[src/rtl/sysram_ctrl_if.sv]
// Bundles the requester handshakes and the RAM-side control lines of the
// system RAM sequencer; the controller sits on the slave modport.
interface sysram_ctrl_if #(
   parameter int ADDR_W = 5
);
   logic              alu_wr_req;
   logic [ADDR_W-1:0] alu_addr;
   logic              port_wr_req;
   logic [ADDR_W-1:0] port_addr;
   logic              rd_req;
   logic [ADDR_W-1:0] rd_addr;
   logic [2:0]        gnt;
   logic [2:0]        ack;
   logic [ADDR_W-1:0] RAM_ADDR;
   logic              RAM_CS;
   logic              RAM_OE;
   logic              WR_STB;
   logic              RDR_EN;
   logic              ALU_DRV_EN;
   logic              PORT_DRV_EN;
   logic              busy;

   modport master (
      output alu_wr_req, alu_addr, port_wr_req, port_addr, rd_req, rd_addr,
      input  gnt, ack, RAM_ADDR, RAM_CS, RAM_OE, WR_STB, RDR_EN,
             ALU_DRV_EN, PORT_DRV_EN, busy
   );

   modport slave (
      input  alu_wr_req, alu_addr, port_wr_req, port_addr, rd_req, rd_addr,
      output gnt, ack, RAM_ADDR, RAM_CS, RAM_OE, WR_STB, RDR_EN,
             ALU_DRV_EN, PORT_DRV_EN, busy
   );
endinterface

[src/rtl/sysram_ctrl.sv]
// Round-robin sequencer for the shared RAM data bus: grants ALU write, port
// write or RDR read one at a time and drives RAM/tri-state strobes from state.
module sysram_ctrl #(
   parameter int WAIT_STATES = 0,
   parameter int ADDR_W      = 5
) (
   input logic         clk,
   input logic         rst,
   sysram_ctrl_if.slave bus
);

   typedef enum logic [2:0] {
      IDLE, SETUP, STROBE, HOLD, READ, LATCH, TURN
   } state_e;

   localparam logic [2:0] WaitLoad = 3'(WAIT_STATES);

   state_e            state_q, state_d;
   logic [2:0]        waitCnt_q, waitCnt_d;
   logic [1:0]        lastGrant_q, lastGrant_d;
   logic [2:0]        gnt_q, gnt_d;
   logic [ADDR_W-1:0] ramAddr_q, ramAddr_d;

   logic cs_q, cs_d;
   logic oe_q, oe_d;
   logic wrStb_q, wrStb_d;
   logic rdrEn_q, rdrEn_d;
   logic aluDrv_q, aluDrv_d;
   logic portDrv_q, portDrv_d;
   logic busy_q, busy_d;
   logic [2:0] ack_q, ack_d;

   logic [2:0]        reqVec;
   logic [1:0]        cand0, cand1, cand2;
   logic              winValid;
   logic [1:0]        winIdx;
   logic [ADDR_W-1:0] winAddr;

   function automatic logic [1:0] nextIdx(input logic [1:0] idx);
      return (idx == 2'd2) ? 2'd0 : idx + 2'd1;
   endfunction

   assign reqVec = {bus.rd_req, bus.port_wr_req, bus.alu_wr_req};

   // Search starts just after the last winner, so every requester is reached
   // within three grants no matter what the others keep asserting.
   always_comb begin
      cand0    = nextIdx(lastGrant_q);
      cand1    = nextIdx(cand0);
      cand2    = lastGrant_q;
      winValid = 1'b1;
      winIdx   = cand0;
      if (reqVec[cand0]) begin
         winIdx = cand0;
      end else if (reqVec[cand1]) begin
         winIdx = cand1;
      end else if (reqVec[cand2]) begin
         winIdx = cand2;
      end else begin
         winValid = 1'b0;
      end
      unique case (winIdx)
         2'd0:    winAddr = bus.alu_addr;
         2'd1:    winAddr = bus.port_addr;
         default: winAddr = bus.rd_addr;
      endcase
   end

   // State register together with the grant bookkeeping it owns.
   always_ff @(posedge clk or posedge rst) begin
      if (rst) begin
         state_q     <= IDLE;
         waitCnt_q   <= 3'd0;
         lastGrant_q <= 2'd2;
         gnt_q       <= 3'b000;
         ramAddr_q   <= '0;
      end else begin
         state_q     <= state_d;
         waitCnt_q   <= waitCnt_d;
         lastGrant_q <= lastGrant_d;
         gnt_q       <= gnt_d;
         ramAddr_q   <= ramAddr_d;
      end
   end

   // Next-state logic; requests are only looked at in IDLE.
   always_comb begin
      state_d     = state_q;
      waitCnt_d   = waitCnt_q;
      lastGrant_d = lastGrant_q;
      gnt_d       = gnt_q;
      ramAddr_d   = ramAddr_q;
      unique case (state_q)
         IDLE: begin
            if (winValid) begin
               gnt_d       = 3'b001 << winIdx;
               lastGrant_d = winIdx;
               ramAddr_d   = winAddr;
               state_d     = SETUP;
            end
         end
         SETUP: begin
            waitCnt_d = WaitLoad;
            state_d   = gnt_q[2] ? READ : STROBE;
         end
         STROBE: begin
            if (waitCnt_q == 3'd0) begin
               state_d = HOLD;
            end else begin
               waitCnt_d = waitCnt_q - 3'd1;
            end
         end
         READ: begin
            if (waitCnt_q == 3'd0) begin
               state_d = LATCH;
            end else begin
               waitCnt_d = waitCnt_q - 3'd1;
            end
         end
         HOLD, LATCH: begin
            state_d = TURN;
            gnt_d   = 3'b000;
         end
         TURN: begin
            state_d = IDLE;
         end
         default: begin
            state_d = IDLE;
         end
      endcase
   end

   // Outputs are decoded from the upcoming state and registered, so every
   // strobe changes on the same edge as the state it belongs to.
   always_comb begin
      cs_d      = state_d inside {SETUP, STROBE, HOLD, READ, LATCH};
      oe_d      = state_d inside {READ, LATCH};
      wrStb_d   = (state_d == STROBE);
      rdrEn_d   = (state_d == LATCH);
      aluDrv_d  = gnt_d[0] && (state_d inside {SETUP, STROBE, HOLD});
      portDrv_d = gnt_d[1] && (state_d inside {SETUP, STROBE, HOLD});
      busy_d    = (state_d != IDLE);
      ack_d     = (state_d == TURN) ? gnt_q : 3'b000;
   end

   always_ff @(posedge clk or posedge rst) begin
      if (rst) begin
         cs_q      <= 1'b0;
         oe_q      <= 1'b0;
         wrStb_q   <= 1'b0;
         rdrEn_q   <= 1'b0;
         aluDrv_q  <= 1'b0;
         portDrv_q <= 1'b0;
         busy_q    <= 1'b0;
         ack_q     <= 3'b000;
      end else begin
         cs_q      <= cs_d;
         oe_q      <= oe_d;
         wrStb_q   <= wrStb_d;
         rdrEn_q   <= rdrEn_d;
         aluDrv_q  <= aluDrv_d;
         portDrv_q <= portDrv_d;
         busy_q    <= busy_d;
         ack_q     <= ack_d;
      end
   end

   assign bus.gnt         = gnt_q;
   assign bus.ack         = ack_q;
   assign bus.RAM_ADDR    = ramAddr_q;
   assign bus.RAM_CS      = cs_q;
   assign bus.RAM_OE      = oe_q;
   assign bus.WR_STB      = wrStb_q;
   assign bus.RDR_EN      = rdrEn_q;
   assign bus.ALU_DRV_EN  = aluDrv_q;
   assign bus.PORT_DRV_EN = portDrv_q;
   assign bus.busy        = busy_q;

endmodule

[src/flat_wrapper.sv]
// flat-port wrapper written by rule: the top's interface ports become plain ports
module sysram_ctrl_flat 
#(
   parameter int WAIT_STATES = 0,
   parameter int ADDR_W      = 5
)
  (clk, rst, bus_alu_wr_req, bus_alu_addr, bus_port_wr_req, bus_port_addr, bus_rd_req, bus_rd_addr, bus_gnt, bus_ack, bus_RAM_ADDR, bus_RAM_CS, bus_RAM_OE, bus_WR_STB, bus_RDR_EN, bus_ALU_DRV_EN, bus_PORT_DRV_EN, bus_busy);
  sysram_ctrl_if #(.ADDR_W(ADDR_W)) bus_i ();
  input logic clk;
  input logic rst;
  input wire logic [$bits(bus_i.alu_wr_req)-1:0] bus_alu_wr_req;
  input wire logic [$bits(bus_i.alu_addr)-1:0] bus_alu_addr;
  input wire logic [$bits(bus_i.port_wr_req)-1:0] bus_port_wr_req;
  input wire logic [$bits(bus_i.port_addr)-1:0] bus_port_addr;
  input wire logic [$bits(bus_i.rd_req)-1:0] bus_rd_req;
  input wire logic [$bits(bus_i.rd_addr)-1:0] bus_rd_addr;
  output wire logic [$bits(bus_i.gnt)-1:0] bus_gnt;
  output wire logic [$bits(bus_i.ack)-1:0] bus_ack;
  output wire logic [$bits(bus_i.RAM_ADDR)-1:0] bus_RAM_ADDR;
  output wire logic [$bits(bus_i.RAM_CS)-1:0] bus_RAM_CS;
  output wire logic [$bits(bus_i.RAM_OE)-1:0] bus_RAM_OE;
  output wire logic [$bits(bus_i.WR_STB)-1:0] bus_WR_STB;
  output wire logic [$bits(bus_i.RDR_EN)-1:0] bus_RDR_EN;
  output wire logic [$bits(bus_i.ALU_DRV_EN)-1:0] bus_ALU_DRV_EN;
  output wire logic [$bits(bus_i.PORT_DRV_EN)-1:0] bus_PORT_DRV_EN;
  output wire logic [$bits(bus_i.busy)-1:0] bus_busy;
  assign bus_i.alu_wr_req = bus_alu_wr_req;
  assign bus_i.alu_addr = bus_alu_addr;
  assign bus_i.port_wr_req = bus_port_wr_req;
  assign bus_i.port_addr = bus_port_addr;
  assign bus_i.rd_req = bus_rd_req;
  assign bus_i.rd_addr = bus_rd_addr;
  assign bus_gnt = bus_i.gnt;
  assign bus_ack = bus_i.ack;
  assign bus_RAM_ADDR = bus_i.RAM_ADDR;
  assign bus_RAM_CS = bus_i.RAM_CS;
  assign bus_RAM_OE = bus_i.RAM_OE;
  assign bus_WR_STB = bus_i.WR_STB;
  assign bus_RDR_EN = bus_i.RDR_EN;
  assign bus_ALU_DRV_EN = bus_i.ALU_DRV_EN;
  assign bus_PORT_DRV_EN = bus_i.PORT_DRV_EN;
  assign bus_busy = bus_i.busy;
  sysram_ctrl #(.WAIT_STATES(WAIT_STATES), .ADDR_W(ADDR_W)) u_core (.clk(clk), .rst(rst), .bus(bus_i));
endmodule
[config.mk]
export PLATFORM = sky130hd
export DESIGN_NAME = sysram_ctrl_flat
export DESIGN_NICKNAME = d
export VERILOG_FILES = /design/src/rtl/sysram_ctrl_if.sv /design/src/rtl/sysram_ctrl.sv /design/src/flat_wrapper.sv
export SDC_FILE = /design/constraint.sdc
export NUM_CORES = 1
export LEC_CHECK = 0
export ABC_AREA = 1
export CAP_MARGIN = 20
export CORE_UTILIZATION = 48
export CTS_BUF_LIST = sky130_fd_sc_hd__clkbuf_4 sky130_fd_sc_hd__clkbuf_8 sky130_fd_sc_hd__clkbuf_16
export DETAILED_ROUTE_END_ITERATION = 10
export PLACE_DENSITY = 0.77
export SLEW_MARGIN = 20
export SYNTH_ARGS = -nofsm -noshare
export SYNTH_HDL_FRONTEND = slang
export SYNTH_SLANG_ARGS = --single-unit
[constraint.sdc]
create_clock -name clk -period 2.1 [get_ports clk]
set_input_delay 0.42 -clock clk [delete_from_list [all_inputs] [get_ports clk]]
set_output_delay 0.42 -clock clk [all_outputs]
set_load 0.02 [all_outputs]
# Word-level counts from Yosys, hierarchy flattened
# Cells that the tools add are included.
# word_totals
regBits,26
in_bits,20
out_inout_bits,18
# classes
magnitude_cmp,3
n_eq_ne,16
add_sub_neg,3
muxes,25
shift,1
n_reduce_logical,16
# op_table
cell,n
$mux W3,7
$eq A3 B3 Y1 const B,5
$pmux W3 S5,1
$eq A3 B2 Y1 const B,4
$pmux W3 S2,2
$mux W2,5
$pmux W5 S2,1
$lt A2 B3 Y1 const B,3
$bmux W1 S2,3
$eq A3 B1 Y1 const B,2
$logic_not A3 Y1,2
$mux W1,6
$reduce_and A2 Y1,3
$reduce_bool A2 Y1,3
$reduce_bool A3 Y1,2
$reduce_bool A5 Y1,1
$add A2 B1 Y2 const B,2
$eq A2 B2 Y1 const B,2
$reduce_or A2 Y1,2
$shl A1 B2 Y3 const A,1
$sub A3 B1 Y3 const B,1
$eq A2 B1 Y1 const B,1
$logic_and A1 B1 Y1,2
$logic_not A2 Y1,1
2 further kinds,2

# Longest topological paths before layout
# depth
depth_word,13
depth_mapped,12
depth_no_buf,12

# Worst setup path after synthesis
# No wires, ideal clock.
# synth_path
path_type,reg2reg
start,"register u_core.lastGrant_q[1], in the netlist u_core.cand2[1]"
end,"register u_core.aluDrv_q, in the netlist u_core.bus.ALU_DRV_EN"
arrival_time_ns,1.502
setup_time_ns,0.073
path_stages_with_launch,13
slack_ns,0.525
cell_sequence,dfstp_2 > inv_2 > nand3_1 > nand2_1 > nor2_4 > nand2_1 > nand2_2 > nand2_4 > nand2_4 > nand2_4 > nand2_2 > nand2_1 > a21oi_2
# synth_via
elab_chain_len,13
# synth_rtl
item,line,text
from (decl),sysram_ctrl.sv:20,"logic [1:0] lastGrant_q, lastGrant_d;"
from (signal assigned),sysram_ctrl.sv:80,lastGrant_q <= lastGrant_d;
$add A2 B1 Y2 / $eq A2 B2 Y1 (equally long branches),sysram_ctrl.sv:40,return (idx == 2'd2) ? 2'd0 : idx + 2'd1;
$mux W2,sysram_ctrl.sv:40,
$add A2 B1 Y2 / $eq A2 B2 Y1 (equally long branches),sysram_ctrl.sv:40,
$mux W2,sysram_ctrl.sv:40,
$bmux W1 S2,sysram_ctrl.sv:55,end else if (reqVec[cand1]) begin
$mux W1 (implied by the code),sysram_ctrl.sv:55,
$mux W1,sysram_ctrl.sv:55,
$mux W1,sysram_ctrl.sv:53,if (reqVec[cand0]) begin
$mux W3,sysram_ctrl.sv:95,if (winValid) begin
$pmux W3 S5,sysram_ctrl.sv:93,unique case (state_q)
$eq A3 B1 Y1 / $eq A3 B2 Y1 (equally long branches),sysram_ctrl.sv:140,"aluDrv_d = gnt_d[0] && (state_d inside {SETUP, STROBE, HOLD});"
$reduce_bool A3 Y1,sysram_ctrl.sv:140,
$logic_and A1 B1 Y1 *,sysram_ctrl.sv:140,
net u_core.aluDrv_d,sysram_ctrl.sv:28,"logic aluDrv_q, aluDrv_d;"
to (signal assigned),sysram_ctrl.sv:161,aluDrv_q <= aluDrv_d;
to (decl),sysram_ctrl.sv:28,
# The timed path passes the listed nets; every way through them passes the cells marked *. The select of a mux whose other input is x is not followed.
# A chain may end at the register's enable or synchronous reset.

# Final worst setup path
# Ends and elaborated chain as after synthesis.

==> key figures <==
Floorplanning
  – Initial Util: 51.1%
  – Die height: 56.4 um
  – Die area: 3190 sq um
  – Rows: 19
  – Core ar.: 2780 sq um
  – # IOs: 38
  – Die X: 56.4 um

STA
  – # setup viols final: 0
  – Fin. max-slew vios: 0
  – Fin crit share: 87.0%
  – Final Skew: 0.00614 ns
  – RSZ-0062 raised after global routing: no
  – Slew margin rel.: 77.8%
  – Slew @ Worst Pin: 0.332 ns
  – Final hold vios: 0
  – F_max: 0.548 GHz
  – Final worst path period need: 1.83 ns
  – Setup ws final: 0.274 ns

Worst setup path
  – CP max-delay cell: dfstp_2
  – Crit path kind: register to register
  – Worst r2r path cells: 10
  – CP startpoint kind: register
  – Worst Setup EP: u_core.bus.ALU_DRV_EN$_DFF_PP0_
  – Critical Path AT: 2.10 ns
  – CP cell instances: inv_2, nand3_1, nand2_2, nor2_4, nand2_1, nand2_4, nand2_4, nand2_2, nand2_1, a21oi_2
  – Capturing point of the worst reg2reg path: u_core.bus.ALU_DRV_EN$_DFF_PP0_
  – CP max FO: 7
  – Reg2reg setup slack: 0.27 ns
  – Worst setup EP type: register
  – Slowest cell delay on critical path: 0.63 ns
  – Worst path top cell family by delay: simple AND/OR/NAND/NOR gates
  – Crit path from: u_core.cand2[1]$_DFFE_PP1P_
  – Critical Path RT: 2.37 ns
  – Reg2reg start: u_core.cand2[1]$_DFFE_PP1P_
  – Stages on worst setup path: 10
  – Worst Path Buf+Inv: 1

Route
  – Met2 Wirelength: 1520 um
  – Post-DR vias/cell: 5.24
  – Drt pass-1 iters: 4
  – Total Wirelength: 3070 um
  – Wire per inst: 12.4 um
  – 1st-iter DRT viols: 39
  – Vias: 1299
  – DRC Markers: 0
  – DRT met1 WL: 1320 um
  – Routed Antenna Nets: 0
  – DR WL met3: 186 um
  – Uppermost layer routed: met4

Layout
  – Fin nets: 240
  – Syn-to-layout area delta: 32.2%
  – Post-route cell area: 1880 sq um
  – Final core occ: 67.6%
  – FILL cells: 215
  – Share of cells above drive strength 1: 12.9%
  – Diodes inserted: 0
  – Non-Filler Instances: 248

Placement
  – Hpwl dp: 2400 um
  – Dpl ws: -0.0204 ns
  – Placed Instances: 244
  – I/O Buffers: 37
  – Final GP Congestion: 0.861
  – Placed cell areas: 1830 sq um

CTS
  – Post-CTS setup buffer count: 0
  – Clock sink count: 26
  – H-tree Lvls: 1
  – CTS resizes: 0
  – CTS buffer count: 3
  – Clock Pin Slew Worst Setup and Hold Paths: 0.14 ns
  – Clock tree buffer depth: 2
  – CTS Root Cell: clkbuf_4
  – Later-pin clock latency in the skew report: 0.33 ns
  – CTS tree: yes
  – # hold bufs at CTS: 0

Synthesis
  – Syn Std Cell Area: 1420 sq um
  – Syn Area/Cell: 8.08 sq um
  – Synthesized Nets: 198
  – FF+latch count, synth: 26
  – Mapped Cells: 176
  – Yosys warns: 0
  – Post-synthesis sequential area ratio: 45.8%
  – Post-synth cell types: 27

Power
  – Pwr dens: 1690 nW/um^2
  – Max rail drop VDD: 1.23 mV
  – Lkg Pwr: 0.914 nW

GRT
  – GRT Util Overall: 20.6%
  – Gr ovfl total: 0
  – First-pass GRT wire length: 5130 um
  – Pin count of the biggest net entering global routing: 27
  – Antenna violations before repair: 0
  – Vias in the first global route: 1218

Min path
  – Hold Crit Class: input pin to asynchronous set/reset pin

Run
  – Maxcap violations: 0

Run status
  – Status: finished, final reports clean
registers in the layout, summed over array words and instances, names as in the netlist:
name / cells
u_core.bus.ALU_DRV_EN: 1
u_core.bus.PORT_DRV_EN: 1
u_core.bus.RAM_ADDR: 5
u_core.bus.RAM_CS: 1
u_core.bus.RAM_OE: 1
u_core.bus.RDR_EN: 1
u_core.bus.WR_STB: 1
u_core.bus.ack: 3
u_core.bus.busy: 1
u_core.bus.gnt: 3
u_core.cand2: 2
u_core.state_q: 3
u_core.waitCnt_q: 3
kinds of logic (layout without fill, tap and decap cells):
logic type	after synthesis	in the layout	share of synthesized area, %
XOR/XNOR	1	1	0.616
adder cells (fa/ha/maj)	2	2	1.76
AND/OR/NAND/NOR	105	105	37.1
AO/OA/AOI/OAI	17	17	7.56
flip-flops	26	26	45.8
buffers and inverters	25	66	7.12
cell usage after synthesis, drive strengths merged:
| master | number | share of area, % |
|---|---|---|
| nand3 | 27 | 11 |
| ha | 2 | 1.8 |
| xor2 | 1 | 0.62 |
| nand2 | 40 | 14 |
| o211ai | 1 | 0.53 |
| nor2 | 35 | 11 |
| a21oi | 5 | 2.0 |
| buf | 1 | 0.79 |
| nand4 | 1 | 0.44 |
| dfstp | 1 | 1.8 |
| dfrtp | 25 | 44 |
| inv | 24 | 6.3 |
| o221ai | 1 | 0.62 |
| o31ai | 1 | 0.88 |
| nor3 | 2 | 0.70 |
| o22ai | 1 | 0.44 |
| o21ai | 8 | 3.1 |
where the power goes:
| part | internal (mW) | switching (mW) |
|---|---|---|
| registers | 0.722 | 0.136 |
| clock network | 0.193 | 0.152 |
| logic | 0.728 | 1.25 |
layout make-up:
| cell class | instances | area, sq um | share of cell area [%] |
|---|---|---|---|
| repair buffers | 38 | 378 | 20.1 |
| clock inverters | 1 | 30.0 | 1.60 |
| well taps | 31 | 38.8 | 2.06 |
| multi-input cells | 125 | 669 | 35.6 |
| flip-flops and latches | 26 | 652 | 34.7 |
| inverters | 24 | 90.1 | 4.79 |
| clock buffers | 3 | 22.5 | 1.20 |
worst min-delay path: stages:
cell and delay, ns:
clkdlybuf4s50_1 0.39, inv_1 0.05, buf_4 0.30
stage by stage:
step / TNS (ns) / hold slack [ns] / power (mW)
floorplan: 0 / 0.459 / 2.29
finish: 0 / 0.410 / 3.18
CTS: 0 / 0.427 / 3.20
global route: 0 / 0.459 / 3.44
detailed placement: -0.0375 / 0.500 / 2.84
global placement: 0 / 0.485 / 2.78
layer usage:
metal / global-route usage, % / vias up
met1: 25.3 / 592
met5: 0 / -
met4: 6.62 / 0
met3: 3.46 / 5
met2: 36.6 / 53
li1: - / 649
worst min path at each step:
stage                                            start                            endpoint  slack (ns)
finish                                             rst     u_core.waitCnt_q[1]$_DFFE_PP0P_        0.41
global route                                       rst     u_core.waitCnt_q[1]$_DFFE_PP0P_        0.46
CTS                                                rst     u_core.waitCnt_q[1]$_DFFE_PP0P_        0.43
detailed placement  u_core.bus.RAM_ADDR[0]$_DFFE_PP0P_  u_core.bus.RAM_ADDR[0]$_DFFE_PP0P_        0.50
global placement       u_core.waitCnt_q[0]$_DFFE_PP0P_     u_core.waitCnt_q[0]$_DFFE_PP0P_        0.49
floorplan                                          rst     u_core.bus.ALU_DRV_EN$_DFF_PP0_        0.46
cells in the final DEF (no fill, tap or decap), types with 2 or more instances in the layout:
cell	Yosys	routed
nand3_2	2	2
ha_1	2	2
o21ai_0	6	6
nand3_1	24	24
nor2_1	31	31
dfrtp_1	25	25
nor2_4	3	3
clkdlybuf4s50_1	0	37
nand2_4	5	5
nor3_1	2	2
nand2_1	31	31
inv_2	3	3
a21oi_1	4	4
nand2_2	4	4
clkbuf_4	0	3
inv_1	21	21
(Power assumes the default switching activity.)
